**src/rtl/serial_tx_hex_fmt.sv**
```systemverilog
// Formats 32-bit words as ASCII hex characters (MSB nibble first), optionally
// followed by CR LF, and hands them one at a time to the UART transmit FIFO.
module serial_tx_hex_fmt #(
  parameter int DIGITS = 8,
  parameter bit EOL_EN = 1'b1,
  parameter bit UPPER  = 1'b1
) (
  input  logic        CLK,
  input  logic        RST_N,
  input  logic        I_STB,
  input  logic [31:0] I_DATA,
  output logic        I_ACK,
  output logic        O_STB,
  output logic [7:0]  O_DATA,
  input  logic        O_ACK,
  output logic        O_BUSY,
  output logic [1:0]  DBG_STATE
);

  // Handshakes: a transfer happens on a rising CLK edge where strobe and ack
  // are both high. I_ACK is only given in IDLE; O_STB/O_DATA hold until O_ACK.
  typedef enum logic [1:0] {
    IDLE = 2'd0,
    HEX  = 2'd1,
    CR   = 2'd2,
    LF   = 2'd3
  } state_t;

  localparam logic [2:0] CNT_INIT = 3'(DIGITS - 1);

  state_t      state;
  logic [31:0] word_q;
  logic [2:0]  cnt;
  logic        xfer;

  // 0x37 + n lands on 'A' for n=10, 0x57 + n lands on 'a'.
  function automatic logic [7:0] hex_char(input logic [3:0] n);
    if (n < 4'd10)
      return 8'h30 + {4'h0, n};
    else if (UPPER)
      return 8'h37 + {4'h0, n};
    else
      return 8'h57 + {4'h0, n};
  endfunction

  function automatic logic [3:0] nibble(input logic [31:0] w, input logic [2:0] idx);
    logic [31:0] s;
    s = w >> {idx, 2'b00};
    return s[3:0];
  endfunction

  assign xfer      = O_STB && O_ACK;
  assign I_ACK     = (state == IDLE) && I_STB;
  assign DBG_STATE = state;

  always_ff @(posedge CLK or negedge RST_N) begin
    if (!RST_N) begin
      state  <= IDLE;
      word_q <= 32'h0;
      cnt    <= 3'd0;
      O_STB  <= 1'b0;
      O_DATA <= 8'h00;
      O_BUSY <= 1'b0;
    end else begin
      case (state)
        IDLE: begin
          if (I_STB) begin
            word_q <= I_DATA;
            cnt    <= CNT_INIT;
            O_STB  <= 1'b1;
            O_DATA <= hex_char(nibble(I_DATA, CNT_INIT));
            O_BUSY <= 1'b1;
            state  <= HEX;
          end
        end
        HEX: begin
          if (xfer) begin
            if (cnt != 3'd0) begin
              cnt    <= cnt - 3'd1;
              O_DATA <= hex_char(nibble(word_q, cnt - 3'd1));
            end else if (EOL_EN) begin
              O_DATA <= 8'h0D;
              state  <= CR;
            end else begin
              O_STB  <= 1'b0;
              O_BUSY <= 1'b0;
              state  <= IDLE;
            end
          end
        end
        CR: begin
          if (xfer) begin
            O_DATA <= 8'h0A;
            state  <= LF;
          end
        end
        LF: begin
          if (xfer) begin
            O_STB  <= 1'b0;
            O_BUSY <= 1'b0;
            state  <= IDLE;
          end
        end
        default: state <= IDLE;
      endcase
    end
  end

endmodule

```
**config.mk**
```make
export PLATFORM = sky130hd
export DESIGN_NAME = serial_tx_hex_fmt
export DESIGN_NICKNAME = d
export VERILOG_FILES = /design/src/rtl/serial_tx_hex_fmt.sv
export SDC_FILE = /design/constraint.sdc
export NUM_CORES = 1
export LEC_CHECK = 0
export ABC_AREA = 1
export BUFFER_PORTS_ARGS = -buffer_cell sky130_fd_sc_hd__buf_2
export CAP_MARGIN = 20
export CORE_MARGIN = 2
export CORE_UTILIZATION = 55
export DETAILED_ROUTE_END_ITERATION = 8
export PLACE_DENSITY_LB_ADDON = 0.3
export SYNTH_ARGS = -nofsm -noshare
export SYNTH_HDL_FRONTEND = slang
export SYNTH_SLANG_ARGS = --single-unit
```
**constraint.sdc**
```tcl
create_clock -name CLK -period 2.58 [get_ports CLK]
set_clock_uncertainty 0.05 [all_clocks]
set_input_delay 0.258 -clock CLK [delete_from_list [all_inputs] [get_ports CLK]]
set_output_delay 0.258 -clock CLK [all_outputs]
set_load 0.02 [all_outputs]
```
==> impl_metrics.ini <==
[grt]
grt_pass1_wl_mm = 9.32
overflow = 0
first_global_vias = 2131
grt_max_degree = 50
track_usage = 0.230
antenna_found_initial = 0

[yosys]
synth.area.top_cells = dfrtp_1 45%, nand2_1 15%, o21ai_0 7.4%
synth_area_per_cell_sq_um = 7.58
yosys_warnings = 0
seq_area_frac_synth = 0.450
syn_area_sq_um = 2500
synth_cells = 330
ys_ff_latch = 45
post_synth_num_cell_types = 31
syn_nets = 375
synth_top_area_frac = 0.450
yosysTopAreaCell = dfrtp_1

[critical_path]
r2r_end = O_DATA[2]
critical_path.endpoint = O_DATA[2]
critPathLaunch = cnt[0]
critPathMaxFanout = 10
rr_startpoint = cnt[0]
critPathArrivalTime_ns = 2.36
reg2reg_depth = 14
cp-start-kind = flip-flop
crit_path_end_kind = flip-flop
critPathKind = flip-flop to flip-flop
r2r_setup_slack_ns = 0.41
critical_path_required_ns = 2.77

[power]
ir_drop_mv = 0.273
power_density_nw_per_um2 = 424
p_leak_nw = 1.55

[route]
wl_per_cell_um = 12.6
dr_total_vias = 2202
drtIter0Drc = 168
detail-route-antenna-nets = 0
finalWirelength_mm = 5.43
drt_pre_antenna_iters = 4
drcViolationCount = 0
avgViaCountPerCell = 5.11

[placed_design]
gp_routability_congestion = 0.849
place_area_sq_um = 2760
dpl.hpwl_mm = 3.92
port_buffers = 47

[clocking]
cts_buffers = 5
cts.sinks = 45
post_cts_buffers = 0
insertion_delay_ns = 0.30
root_buffer = clkbuf_8
cts_max_path_buffers = 2
cts_tree = done
cts_max_level = 2
cts-resized-gates = 0
clk_transition_reported_paths_ns = 0.08

[timing]
rsz0062_at_grt = no
finalSetupTns_ns = 0
max_freq_mhz = 460
hold_viol_final = 0
post-route-min-period_ns = 2.17
setup_viol = 0
slew_violations = 0
min_period_over_period = 0.843

[cells_and_area]
drive_gt1_frac = 0.201
design_area_sq_um = 2880
nNetsFinal = 424
insertedDiodeCount = 0
synthToLayoutAreaGrowth_pct = 15.0

[die]
row_count = 24
chipWidth_um = 71.4
io_pins = 49
coreArea_sq_um = 4350
fp.dieArea_sq_um = 5100
start_util = 0.574
die_y_um = 71.4

[worst_hold_path]
hold_path.class = input pin to flip-flop
hold_depth = 3

[status]
outcome = completed

[job]
maxCapViolations = 0
sequential cells by signal (all words and copies together), names as in the netlist:
| signal | flops |
|---|---|
| DBG_STATE | 2 |
| O_BUSY | 1 |
| O_DATA | 7 |
| cnt | 3 |
| word_q | 32 |
worst max-delay path, cell delays in order (launching register included):
cell and delay (ns):
dfrtp_1 0.39, inv_2 0.14, ha_1 0.27, inv_1 0.18
nor2_1 0.07, o21ai_0 0.08, nand3_1 0.10, nand2_1 0.12
ha_1 0.17, inv_1 0.07, nor2_4 0.11, nand3_1 0.08
nand2_1 0.09, nand2_1 0.07, a21oi_2 0.11
final cells by class:
class	count	area [sq um]
fillers	390	1480
flip-flops and latches	45	1130
multi-input cells	227	1120
repair buffers	54	303
inverters	46	173
clock buffers	6	82.6
well taps	52	65.1
clock inverters	1	7.51
cells in the mapped netlist (all sizes together):
cell    instances
nand2         106
o211ai          1
xor2            1
o21ai          41
clkbuf          4
dfrtp          45
nand3          23
inv            46
xnor2           1
a31oi           1
and3            1
buf             8
ha              9
a22oi           3
or2             1
nor3            4
a21oi          11
conb            1
nor2           23
placed cells by master, fill, tap and decap left out, types with 3 or more instances in the layout:
cell	count
a22oi_1	3
buf_2	47
clkbuf_8	6
nand2_2	6
buf_4	5
nand2_1	99
nor2_1	21
ha_1	9
a21oi_1	9
dfrtp_1	45
o21ai_1	4
nor3_1	3
o21ai_0	37
inv_1	44
nand3_1	22
cell families after synthesis:
| kind of cell | after synthesis | share of synthesized area |
|---|---|---|
| AOI/OAI and AO/OA | 57 | 0.122 |
| xor gates and xnor gates | 2 | 0.00701 |
| adders and majority gates | 9 | 0.0450 |
| buffers and inverters | 58 | 0.102 |
| DFF | 45 | 0.450 |
| other | 1 | 0.00150 |
| and+or+nand+nor | 158 | 0.272 |
report_power, final:
group          switching [mW]  leakage (nW)  internal [mW]
sequential                  0         0.503          0.704
clock                   0.243        0.0433          0.212
combinational          0.0321          1.00         0.0268
per-layer routing:
metal | GRT usage | vias up | part of all wire
li1 | - | 1122 | -
met1 | 0.306 | 999 | 0.46
met2 | 0.369 | 69 | 0.46
met3 | 0.0534 | 12 | 0.055
met4 | 0.0797 | 0 | 0.019
met5 | 0 | - | 0
worst min-delay path by stage:
stage / endpoint / slack (ns) / from
final: word_q[24] / 0.1 / I_DATA[24]
after global routing: word_q[4] / 0.11 / I_DATA[4]
after CTS: word_q[24] / 0.10 / I_DATA[24]
after detailed placement: word_q[24] / 0.41 / I_DATA[24]
after global placement: word_q[8] / 0.40 / I_DATA[8]
after floorplan: DBG_STATE[0] / -0.09 / RST_N
through the flow:
stage	utilization	cells	worst slack (ns)	hold slack, ns	power, mW
6_report	0.660	431	0.406	0.0978	1.22
5_1_grt	0.660	431	0.153	0.114	1.25
2_1_floorplan	-	330	0.536	-0.0876	0.732
3_5_place_dp	0.633	422	0.468	0.408	0.773
3_3_place_gp	0.633	422	0.530	0.401	0.772
4_1_cts	0.653	429	0.429	0.100	1.22
what timing repair did:
item	CTS	global route
endpoints found under the hold margin	0	13
endpoints found under the setup margin	0	0
hold buffers	0	1
(Power assumes the default switching activity.)
